[src/rtl/pc_seq_pkg.sv]
// Shared types and defaults for the fetch-stage PC sequencer.
package pc_seq_pkg;

  typedef enum logic {
    ST_RUN,
    ST_HALT
  } state_e;

  typedef enum logic [1:0] {
    SRC_SEQ,
    SRC_BR,
    SRC_JMP,
    SRC_HOLD
  } pc_src_e;

  localparam logic [31:0] RESET_PC_DEFAULT = 32'h0000_0000;
  localparam logic [31:0] PC_STEP_DEFAULT  = 32'd4;

  function automatic logic [31:0] alignWord(input logic [31:0] addr);
    return {addr[31:2], 2'b00};
  endfunction

endpackage

[src/rtl/pc_next_sel.sv]
// Priority select of the next fetch address and redirect-target alignment.
module pc_next_sel
  import pc_seq_pkg::*;
#(
  parameter logic [31:0] PC_STEP = PC_STEP_DEFAULT
) (
  input  logic [31:0] curPc_i,
  input  logic        active_i,
  input  logic        branchTaken_i,
  input  logic [31:0] branchTarget_i,
  input  logic        jumpValid_i,
  input  logic [31:0] jumpTarget_i,
  input  logic        holdReq_i,
  output logic [31:0] nextPc_o,
  output pc_src_e     src_o,
  output logic        misalign_o
);

  // Branch beats jump beats hold (halt or stall); an inactive fetch always holds.
  always_comb begin
    src_o      = SRC_HOLD;
    nextPc_o   = curPc_i;
    misalign_o = 1'b0;
    if (active_i) begin
      if (branchTaken_i) begin
        src_o      = SRC_BR;
        nextPc_o   = alignWord(branchTarget_i);
        misalign_o = |branchTarget_i[1:0];
      end else if (jumpValid_i) begin
        src_o      = SRC_JMP;
        nextPc_o   = alignWord(jumpTarget_i);
        misalign_o = |jumpTarget_i[1:0];
      end else if (!holdReq_i) begin
        src_o    = SRC_SEQ;
        nextPc_o = curPc_i + PC_STEP;
      end
    end
  end

endmodule

[src/rtl/pc_sequencer.sv]
// Fetch-stage controller: PC register, RUN/HALT FSM, stall watchdog and flush strobes.
module pc_sequencer
  import pc_seq_pkg::*;
#(
  parameter logic [31:0] RESET_PC    = RESET_PC_DEFAULT,
  parameter logic [31:0] PC_STEP     = PC_STEP_DEFAULT,
  parameter int          STALL_LIMIT = 16,
  parameter int          CNT_W       = 5
) (
  input  logic        clock_in,
  input  logic        reset,
  input  logic        stall_req,
  input  logic        branch_taken,
  input  logic [31:0] branch_target,
  input  logic        jump_valid,
  input  logic [31:0] jump_target,
  input  logic        halt_req,
  input  logic        resume,
  output logic [31:0] currPC,
  output logic        fetch_valid,
  output logic        flush_if_id,
  output logic        flush_id_ex,
  output logic        misalign_err,
  output logic        stall_timeout,
  output logic        halted
);

  state_e             state_q, state_d;
  logic [31:0]        pc_q, pc_d;
  logic               fetchValid_q, fetchValid_d;
  logic               misalign_q, misalign_d;
  logic               timeout_q, timeout_d;
  logic [CNT_W-1:0]   stallCnt_q, stallCnt_d;

  logic [31:0]        selNextPc;
  pc_src_e            selSrc;
  logic               selMisalign;
  logic               active;
  logic               stallWin;

  // RUN with fetch_valid low only happens in the warm-up cycle after reset.
  assign active   = (state_q == ST_RUN) && fetchValid_q;
  assign stallWin = active && !branch_taken && !jump_valid && !halt_req && stall_req;

  pc_next_sel #(
    .PC_STEP(PC_STEP)
  ) u_next_sel (
    .curPc_i       (pc_q),
    .active_i      (active),
    .branchTaken_i (branch_taken),
    .branchTarget_i(branch_target),
    .jumpValid_i   (jump_valid),
    .jumpTarget_i  (jump_target),
    .holdReq_i     (halt_req || stall_req),
    .nextPc_o      (selNextPc),
    .src_o         (selSrc),
    .misalign_o    (selMisalign)
  );

  always_comb begin
    state_d      = state_q;
    pc_d         = selNextPc;
    fetchValid_d = fetchValid_q;
    misalign_d   = selMisalign;
    timeout_d    = timeout_q;
    stallCnt_d   = '0;
    case (state_q)
      ST_RUN: begin
        if (!fetchValid_q) begin
          fetchValid_d = 1'b1;
        end else if (selSrc == SRC_HOLD && halt_req) begin
          state_d      = ST_HALT;
          fetchValid_d = 1'b0;
        end else if (stallWin) begin
          stallCnt_d = (&stallCnt_q) ? stallCnt_q : stallCnt_q + CNT_W'(1);
          if (stallCnt_d == CNT_W'(STALL_LIMIT)) begin
            timeout_d = 1'b1;
          end
        end
      end
      ST_HALT: begin
        if (resume) begin
          state_d      = ST_RUN;
          fetchValid_d = 1'b1;
        end
      end
      default: state_d = ST_RUN;
    endcase
  end

  always_ff @(posedge clock_in) begin
    if (reset) begin
      state_q      <= ST_RUN;
      pc_q         <= RESET_PC;
      fetchValid_q <= 1'b0;
      misalign_q   <= 1'b0;
      timeout_q    <= 1'b0;
      stallCnt_q   <= '0;
    end else begin
      state_q      <= state_d;
      pc_q         <= pc_d;
      fetchValid_q <= fetchValid_d;
      misalign_q   <= misalign_d;
      timeout_q    <= timeout_d;
      stallCnt_q   <= stallCnt_d;
    end
  end

  assign currPC        = pc_q;
  assign fetch_valid   = fetchValid_q;
  assign misalign_err  = misalign_q;
  assign stall_timeout = timeout_q;
  assign halted        = (state_q == ST_HALT);
  assign flush_if_id   = !reset && active && (branch_taken || jump_valid);
  assign flush_id_ex   = !reset && active && branch_taken;

endmodule
[config.mk]
export PLATFORM = sky130hd
export DESIGN_NAME = pc_sequencer
export DESIGN_NICKNAME = d
export VERILOG_FILES = /design/src/rtl/pc_seq_pkg.sv /design/src/rtl/pc_next_sel.sv /design/src/rtl/pc_sequencer.sv
export SDC_FILE = /design/constraint.sdc
export NUM_CORES = 1
export LEC_CHECK = 0
export ABC_AREA = 1
export BUFFER_PORTS_ARGS = -buffer_cell sky130_fd_sc_hd__buf_2
export CORE_AREA = 2 2 93 95
export CTS_CLUSTER_SIZE = 8
export DETAILED_ROUTE_END_ITERATION = 12
export DIE_AREA = 0 0 95 97
export PLACE_DENSITY_LB_ADDON = 0.2
export SLEW_MARGIN = 20
export SYNTH_ARGS = -nofsm -noshare
export SYNTH_HDL_FRONTEND = slang
export SYNTH_SLANG_ARGS = --single-unit
[constraint.sdc]
create_clock -name clock_in -period 2.2 [get_ports clock_in]
set_input_delay 0.44 -clock clock_in [delete_from_list [all_inputs] [get_ports clock_in]]
set_output_delay 0.44 -clock clock_in [all_outputs]
set_load 0.005 [all_outputs]
==> results of run 1 <==
==> how the worst min path moves through the flow <==
| stage | slack, ns | start | depth (start not counted) | to |
|---|---|---|---|---|
| 6_report | 0.40 | reset | 2 | halted |
| 5_1_grt | 0.40 | reset | 2 | halted |
| 4_1_cts | 0.39 | reset | 2 | halted |
| 3_5_place_dp | 0.46 | stall_timeout | 2 | stall_timeout |
| 3_3_place_gp | 0.44 | stall_timeout | 2 | stall_timeout |
| 2_1_floorplan | 0.44 | stall_timeout | 2 | stall_timeout |
==> cell type report <==
| type | count | area share |
|---|---|---|
| multi-input combinational | 350 | 0.502 |
| sequential | 39 | 0.221 |
| timing repair buffer | 112 | 0.163 |
| inverter | 44 | 0.0475 |
| tap | 105 | 0.0372 |
| clock buffer | 8 | 0.0284 |
==> state kept, by name, summed over array words and instances (netlist names) <==
signal and cells:
fetch_valid 1, currPC 30, stallCnt_q 5, misalign_err 1
halted 1, stall_timeout 1
==> cells by family after synthesis <==
logic type               share of synthesized area
AND/OR/NAND/NOR                              0.368
adder cells (fa/ha/maj)                    0.00883
XOR/XNOR                                    0.0155
flip-flops                                   0.276
other                                      0.00132
buffers and inverters                        0.101
AO/OA/AOI/OAI                                0.229
==> placed cells by master (no fill, tap or decap), drive strengths merged <==
master	Yosys	layout
a22o	27	27
conb	1	2
o21bai	2	2
xnor2	3	3
a221oi	1	1
inv	44	44
buf	13	112
a31oi	3	3
dfxtp	39	39
clkbuf	7	8
nand4	1	1
a21oi	35	35
a22oi	1	1
nor2	81	81
ha	2	2
o21ai	35	35
xor2	2	2
or2	5	5
nand2	106	106
and2	3	3
nand3	38	38
nor3	2	2
o22ai	1	1
==> report_power, final <==
part	total (mW)	switching [mW]	internal, mW
Sequential	0.855	0.0866	0.768
Combinational	0.437	0.231	0.206
Clock	0.560	0.273	0.287
Total	1.85	0.590	1.26
==> critical path, delay by kind of cell, from the launching register on <==
family	cells	cell delay (ns)
buffers and inverters	3	0.40
AND/OR/NAND/NOR	3	0.37
flip-flops	1	0.32
==> through the flow <==
| step | utilization | power [mW] | setup slack, ns |
|---|---|---|---|
| 3_3_place_gp | 0.421 | 1.30 | 0.516 |
| 4_1_cts | 0.434 | 1.87 | 0.373 |
| 6_report | 0.434 | 1.85 | 0.370 |
| 5_1_grt | 0.434 | 1.97 | 0.252 |
| 2_1_floorplan | - | 1.13 | 0.637 |
| 3_5_place_dp | 0.421 | 1.31 | 0.465 |
==> cell usage after synthesis <==
cell / count
o21ai_0: 27
inv_4: 1
nand4_1: 1
nand2_4: 3
nor2_2: 7
nand2_2: 3
clkbuf_1: 7
xnor2_1: 3
buf_4: 6
o21bai_1: 2
conb_1: 1
a221oi_1: 1
nor2_4: 5
o21ai_1: 8
a31oi_1: 3
inv_1: 39
buf_6: 2
o22ai_2: 1
and2_1: 3
inv_2: 4
or2_2: 5
dfxtp_1: 39
ha_1: 2
nand2_1: 100
a21oi_1: 35
buf_2: 5
xor2_1: 2
nor3_1: 2
nor2_1: 69
a22oi_1: 1
a22o_1: 27
nand3_1: 38
==> routing by layer <==
metal | routed length (um) | up-vias | share of wire | GRT usage
met5 | 0 | - | 0 | 0
met4 | 76 | 0 | 0.0091 | 0.0368
met2 | 3990 | 88 | 0.48 | 0.320
met1 | 3800 | 1419 | 0.45 | 0.242
met3 | 520 | 7 | 0.062 | 0.0343
li1 | - | 1689 | - | -
==> impl_metrics.py, run 1 <==
metrics = {
    "finish": {
        "final_cells": 658,
        "final-seq-area_um2": 781,
        "nFillCells": 902,
        "postLayoutCellArea_um2": 3530,
        "syn_to_final_growth_pct": 24.5,
        "drive_above_1_share": 0.269,
        "nets": 625,
        "multiInputGateArea_um2": 1770,
        "diodes": 0,
    },
    "cts": {
        "numCtsBuffers": 5,
        "ctsResizeCount": 0,
        "h-tree-depth": 2,
        "cts_tree": "done",
        "cts_setup_buffers": 0,
        "hold_buffers": 0,
        "clock_sinks": 39,
        "clock_latency_ns": 0.30,
        "clock_path_buffers": 2,
        "clkTransAtPathRegs_ns": 0.08,
        "clockRootBuffer": "clkbuf_8",
    },
    "timing": {
        "setup_viol_count_final": 0,
        "fmax_mhz": 547,
        "finalCriticalPeriod_ns": 1.83,
        "hold_violations": 0,
        "fin_crit_sh": 0.832,
        "final-max-slew-violation-count": 0,
        "rsz0062_at_grt": "no",
        "fin_skew_ns": 0.00511,
        "finalHoldWorstSlack_ns": 0.398,
        "fin_setup_tns_ns": 0,
    },
    "global_routing": {
        "grt-ovfl-total": 0,
        "grt_usage": 0.186,
        "grt_pass1_vias": 3111,
        "grt_first_pass_wirelength_mm": 14.0,
        "antenna_found_initial": 0,
        "grt_max_degree": 33,
    },
    "synthesis": {
        "yosys-top-cells-area": "dfxtp_1 28%, nand2_1 13%, nor2_1 9.1%",
        "ys_ff_latch": 39,
        "synthCells": 452,
        "synth-seq-area-share": 0.276,
        "syn_area_per_cell_um2": 6.27,
        "synth_area_leader_cell": "dfxtp_1",
        "synth_top_area_share": 0.276,
        "synthesis.area_um2": 2830,
        "synth_cell_types": 32,
        "yosysWarnings": 0,
    },
    "placement": {
        "gp_congestion": 0.859,
        "place_inst": 650,
        "postPlaceCellArea_um2": 3430,
        "place_hpwl_mm": 6.39,
        "portBuffers": 106,
    },
    "worst_setup_path": {
        "rr_endpoint": "currPC[28]",
        "cp-start-kind": "register",
        "worst-r2r-setup-slack_ns": 0.59,
        "critPathLaunch": "halted",
        "end_kind": "primary output",
        "required_ns": 1.76,
        "max_stage_delay_ns": 0.32,
        "crit_path_end": "flush_if_id",
        "critical_path_arrival_ns": 1.39,
        "reg2reg_depth": 9,
        "worstReg2RegStart": "currPC[2]",
        "path_class": "reg -> out",
        "critPathMaxFanout": 4,
        "critical_path.slowest_cell": "dfxtp_1",
        "cp_cell_sequence": "inv_1 > nand2_1 > inv_1 > nand2_1 > nor2_1 > buf_2",
    },
    "floorplanning": {
        "core.rowCount": 33,
        "dieArea_um2": 9220,
        "io_pins": 109,
        "start_util": 0.348,
        "core-area_um2": 8130,
        "die_w_um": 95,
        "die_h_um": 97,
    },
    "power": {
        "p_per_area_nw_per_um2": 525,
        "power.static_leakage_nw": 1.62,
        "vdd_drop_max_v": 0.000260,
    },
    "job": {
        "drv_cap": 0,
    },
    "routing": {
        "via_per_inst": 4.87,
        "ant_nets": 0,
        "vias": 3203,
        "drcViolationCount": 0,
        "routed_wl_mm": 8.38,
        "drt-pass1-iter-count": 4,
        "routedWlPerCell_um": 12.7,
        "dr.first_iter.drc_count": 134,
    },
    "hold_path": {
        "min_path_type": "in -> reg",
    },
    "outcome": {
        "run_status": "finished clean",
    },
}
(Power assumes the default switching activity.)
==> run 2, diff against run 1 <==
ABC_AREA = 0   (was 1)
CORE_AREA = 2 2 90 92   (was 2 2 93 95)
DIE_AREA = 0 0 92 94   (was 0 0 95 97)
clock period = 1.7 ns   (was 2.2 ns; I/O delays follow)
==> impl_metrics.py, run 2 <==
metrics = {
    "synthesis": {
        "synth_top_area_share": 0.300,
        "synth-seq-area-share": 0.300,
        "synthCells": 352,
        "synth_edf_count": 0,
        "synthesis.area_um2": 2600,
        "ys_ff_latch": 39,
        "synth_area_leader_cell": "dfxtp_1",
        "yosysWarnings": 0,
        "synth_cell_types": 63,
        "syn_area_per_cell_um2": 7.40,
        "yosys-top-cells-area": "dfxtp_1 30%, a21oi_1 6.0%, nand2_1 5.8%",
        "synth.most_common_cell": "nand2_1",
        "synthFlopType": "dfxtp_1",
        "synth_common_cells": "40 x nand2_1, 39 x dfxtp_1, 33 x nor2_1",
        "ys_async_sr_fraction": 0,
    },
    "finish": {
        "nFillCells": 776,
        "final_cells": 625,
        "nets": 596,
        "postLayoutCellArea_um2": 4050,
        "final-seq-area_um2": 793,
        "syn_to_final_growth_pct": 55.3,
        "drive_above_1_share": 0.453,
        "largest_reg_flops": 30,
        "final_cell_mix": "106 x buf_2, 76 x buf_4, 35 x nand2_1, 31 x nor2_1, 31 x dfxtp_1",
        "mostFrequentLayoutCell": "buf_2",
        "diodes": 0,
        "multiInputGateArea_um2": 1830,
    },
    "routing": {
        "drcViolationCount": 0,
        "ant_nets": 0,
        "dr.first_iter.drc_count": 153,
        "vias": 3427,
        "via_per_inst": 5.48,
        "drt-pass1-iter-count": 5,
        "routed_wl_mm": 10.0,
        "routedWlPerCell_um": 16.0,
    },
    "global_routing": {
        "grt_first_pass_wirelength_mm": 16.4,
        "use_met3": 0.0377,
        "grt-busiest-layer": "met2",
        "antenna_found_initial": 0,
        "use_met1": 0.302,
        "grt_pass1_vias": 3352,
        "met2_usage": 0.407,
        "grt_max_degree": 28,
        "grt_usage": 0.235,
        "grt-ovfl-total": 0,
    },
    "power": {
        "switchingPower_mw": 0.716,
        "clkPwrFrac": 0.320,
        "p_per_area_nw_per_um2": 601,
        "p_int_mw": 1.72,
        "p_seq_frac": 0.414,
        "vdd_drop_max_v": 0.000314,
        "switching_share": 0.294,
        "power_frac_comb": 0.266,
        "totalPowerFinal_mw": 2.43,
        "power.static_leakage_nw": 1.78,
    },
    "placement": {
        "place_inst": 612,
        "portBuffers": 106,
        "place_hpwl_mm": 7.48,
        "dpl_worst_slack_ns": -0.152,
        "gp_congestion": 0.890,
        "postPlaceCellArea_um2": 3740,
    },
    "timing": {
        "final-max-slew-violation-count": 0,
        "finalCriticalPeriod_ns": 1.71,
        "hold_violations": 0,
        "fin_crit_sh": 1.00,
        "setup_viol_count_final": 2,
        "fmax_mhz": 586,
        "setup_slack_ns": -0.00515,
        "rsz0062_at_grt": "yes",
        "fin_skew_ns": 0.00401,
        "finalHoldWorstSlack_ns": 0.279,
    },
    "cts": {
        "clkTransAtPathRegs_ns": 0.08,
        "clockRootBuffer": "clkbuf_8",
        "cts_tree": "done",
        "clock_path_buffers": 2,
        "h-tree-depth": 2,
        "clock_sinks": 39,
        "clock_latency_ns": 0.30,
        "numCtsBuffers": 5,
    },
    "worst_setup_path": {
        "end_kind": "register",
        "path_class": "reg -> reg",
        "cp-start-kind": "register",
        "critPathMaxFanout": 2,
        "critical_path_arrival_ns": 1.95,
        "required_ns": 1.94,
    },
    "job": {
        "drv_cap": 0,
    },
    "floorplanning": {
        "die_w_um": 92,
        "io_pins": 109,
        "die_h_um": 94,
        "dieArea_um2": 8650,
        "start_util": 0.342,
        "core.rowCount": 32,
        "core-area_um2": 7610,
    },
    "hold_path": {
        "min_path_type": "in -> reg",
    },
    "outcome": {
        "run_status": "complete, but fails checks",
        "violations": "setup timing",
    },
}
## run 2: cell count changes after synthesis, sizes merged, moves of 8 or more
| cell | previous run | this run |
|---|---|---|
| a22o | 27 | 3 |
| o32ai | 0 | 8 |
| nand2 | 106 | 40 |
| a22oi | 1 | 12 |
| nand4 | 1 | 11 |
| o21ai | 35 | 27 |
| nor2 | 81 | 33 |
| inv | 44 | 10 |
| nand3 | 38 | 19 |
## run 2: worst paths after layout
kind,end,slack [ns],depth (start not counted),from
min reg2reg,stall_timeout,0.47,1,stall_timeout
max reg2reg,currPC[29],-0.005,5,currPC[26]
max,currPC[29],-0.005,5,currPC[26]
min,misalign_err,0.28,2,branch_target[0]
## run 2: cell families after synthesis
| kind of cell | Yosys count | share of synthesized area |
|---|---|---|
| other cells | 1 | 0.00144 |
| xor+xnor | 3 | 0.0101 |
| compound gates | 125 | 0.319 |
| flops | 39 | 0.300 |
| simple gates | 142 | 0.281 |
| fa+ha+maj | 2 | 0.00960 |
| mux | 6 | 0.0245 |
| buf+inv | 34 | 0.0543 |
## run 2: power by group through the flow
stage | sequential (mW) | combinational [mW] | clock (mW)
2_1_floorplan | 1.05 | 0.249 | 0
6_report | 1.01 | 0.647 | 0.780
3_5_place_dp | 1.02 | 0.619 | 0
3_3_place_gp | 1.02 | 0.612 | 0
4_1_cts | 1.00 | 0.628 | 0.796
5_1_grt | 1.01 | 0.714 | 0.823
## run 2: cell type report
type / count / area share
inverter: 10 / 0.00928
clock buffer: 6 / 0.0179
tap: 102 / 0.0315
timing repair buffer: 187 / 0.286
sequential: 39 / 0.196
clock inverter: 1 / 0.00742
multi-input combinational: 280 / 0.452
## run 2: critical path: stages (launching register included)
cell     delay (ns)
dfxtp_1        0.33
and3_2         0.20
nand3_1        0.11
or4_4          0.42
or4_1          0.50
nand3_1        0.09
## run 2: stage by stage
step,utilization,TNS (ns)
6_report,0.532,-0.00534
5_1_grt,0.532,-0.690
4_1_cts,0.515,-0.103
3_5_place_dp,0.492,-2.54
3_3_place_gp,0.492,-1.32
2_1_floorplan,-,-0.00662
## run 2: routing by layer
layer / share of wire / vias to the layer above
li1: - / 1682
met1: 0.45 / 1615
met2: 0.48 / 117
met3: 0.060 / 13
met4: 0.014 / 0
met5: 0 / -
## run 2: what timing repair did
item / CTS / global route
gates resized for setup: 18 / 20
hold buffers: 0 / 0
pin swaps: 11 / 8
buffers inserted: 1 / 5
cloned: 0 / 0
setup endpoints to repair: 9 / 24
==> run 3, diff against run 2 <==
CORE_AREA = 2 2 80 82   (was 2 2 90 92)
DIE_AREA = 0 0 82 84   (was 0 0 92 94)
==> impl_metrics.py, run 3 (synthesized netlist as in run 2, its figures left out) <==
metrics = {
    "placement": {
        "portBuffers": 106,
        "dpl_worst_slack_ns": -0.0629,
        "gp_congestion": 0.938,
        "postPlaceCellArea_um2": 3700,
        "place_inst": 581,
        "place_hpwl_mm": 7.21,
    },
    "finish": {
        "final_cell_mix": "106 x buf_2, 68 x buf_4, 36 x nand2_1, 32 x nor2_1, 30 x a21oi_1",
        "nets": 590,
        "mostFrequentLayoutCell": "buf_2",
        "largest_reg_flops": 30,
        "drive_above_1_share": 0.460,
        "diodes": 0,
        "postLayoutCellArea_um2": 3990,
        "syn_to_final_growth_pct": 53.3,
        "final_cells": 594,
    },
    "outcome": {
        "run_status": "complete, but fails checks",
        "violations": "setup timing",
    },
    "routing": {
        "vias": 3484,
        "drt-pass1-iter-count": 5,
        "via_per_inst": 5.87,
        "drcViolationCount": 0,
        "routedWlPerCell_um": 16.1,
        "dr.first_iter.drc_count": 218,
        "ant_nets": 0,
        "routed_wl_mm": 9.54,
    },
    "timing": {
        "final-max-slew-violation-count": 0,
        "finalCriticalPeriod_ns": 1.73,
        "finalHoldWorstSlack_ns": 0.288,
        "hold_violations": 0,
        "setup_slack_ns": -0.0295,
        "fin_skew_ns": 0.00987,
        "fmax_mhz": 578,
        "setup_viol_count_final": 1,
        "fin_setup_tns_ns": -0.0295,
        "rsz0062_at_grt": "yes",
        "fin_crit_sh": 1.02,
    },
    "hold_path": {
        "min_path_type": "in -> reg",
    },
    "worst_setup_path": {
        "cp-start-kind": "register",
        "end_kind": "register",
        "required_ns": 1.94,
        "critical_path_arrival_ns": 1.97,
        "critPathMaxFanout": 2,
        "path_class": "reg -> reg",
    },
    "cts": {
        "numCtsBuffers": 5,
        "cts_tree": "done",
        "clockRootBuffer": "clkbuf_8",
        "hold_buffers": 0,
        "clock_latency_ns": 0.30,
        "h-tree-depth": 2,
        "clock_sinks": 39,
        "clkTransAtPathRegs_ns": 0.08,
        "clock_path_buffers": 2,
    },
    "floorplanning": {
        "io_pins": 109,
        "dieArea_um2": 6890,
        "die_h_um": 84,
        "core-area_um2": 6100,
        "die_w_um": 82,
        "core.rowCount": 29,
        "start_util": 0.427,
    },
    "job": {
        "drv_cap": 0,
    },
    "power": {
        "vdd_drop_max_v": 0.000346,
        "p_per_area_nw_per_um2": 578,
        "power.static_leakage_nw": 1.76,
    },
    "global_routing": {
        "grt_max_degree": 28,
        "grt-ovfl-total": 0,
        "grt_first_pass_wirelength_mm": 15.4,
        "grt_pass1_vias": 3276,
        "antenna_found_initial": 0,
        "grt_usage": 0.286,
    },
}
==> run 3: path summary, 6_finish.rpt <==
path,end,slack [ns],from,cells after the start
hold reg to reg,stall_timeout,0.51,stall_timeout,1
setup / recovery,currPC[29],-0.03,currPC[25],5
setup reg to reg,currPC[29],-0.03,currPC[25],5
hold / removal,misalign_err,0.29,branch_target[0],2
==> run 3: metal layers <==
metal	global-route usage	wire length, um
met3	0.0325	833
met2	0.480	4640
met4	0.103	255
met5	0	0
met1	0.372	3810
==> run 3: per-stage QoR <==
step	power (mW)	utilization
floorplan	1.30	-
global placement	1.64	0.608
detailed placement	1.65	0.608
CTS	2.30	0.639
global route	2.43	0.655
finish	2.31	0.655
==> run 3: cell type report <==
cell class	count	area, um2
inverter	10	37.5
timing repair buffer	181	1150
clock inverter	1	5.00
clock buffer	6	82.6
sequential	39	801
multi-input combinational	280	1820
fill	558	2100
tap	77	96.3
==> run 3: worst max-delay path, stage by stage, from the launching register on <==
cell     delay, ns
dfxtp_2       0.33
and3_4        0.19
nand3_2       0.10
or4_4         0.53
or4_4         0.44
nand3_2       0.09
==> run 3: power by group <==
group	internal, mW	leakage, nW	total, mW	switching [mW]
registers	0.968	0.324	1.01	0.0407
clock network	0.319	0.0470	0.648	0.329
logic	0.326	1.39	0.651	0.325
total	1.61	1.76	2.31	0.695
==> run 3: repair_timing <==
item | 4_1_cts | 5_1_grt
resized for setup | 21 | 20
buffers inserted | 4 | 2
hold endpoints to repair | 0 | 0
pin swaps | 7 | 11
setup endpoints to repair | 13 | 21
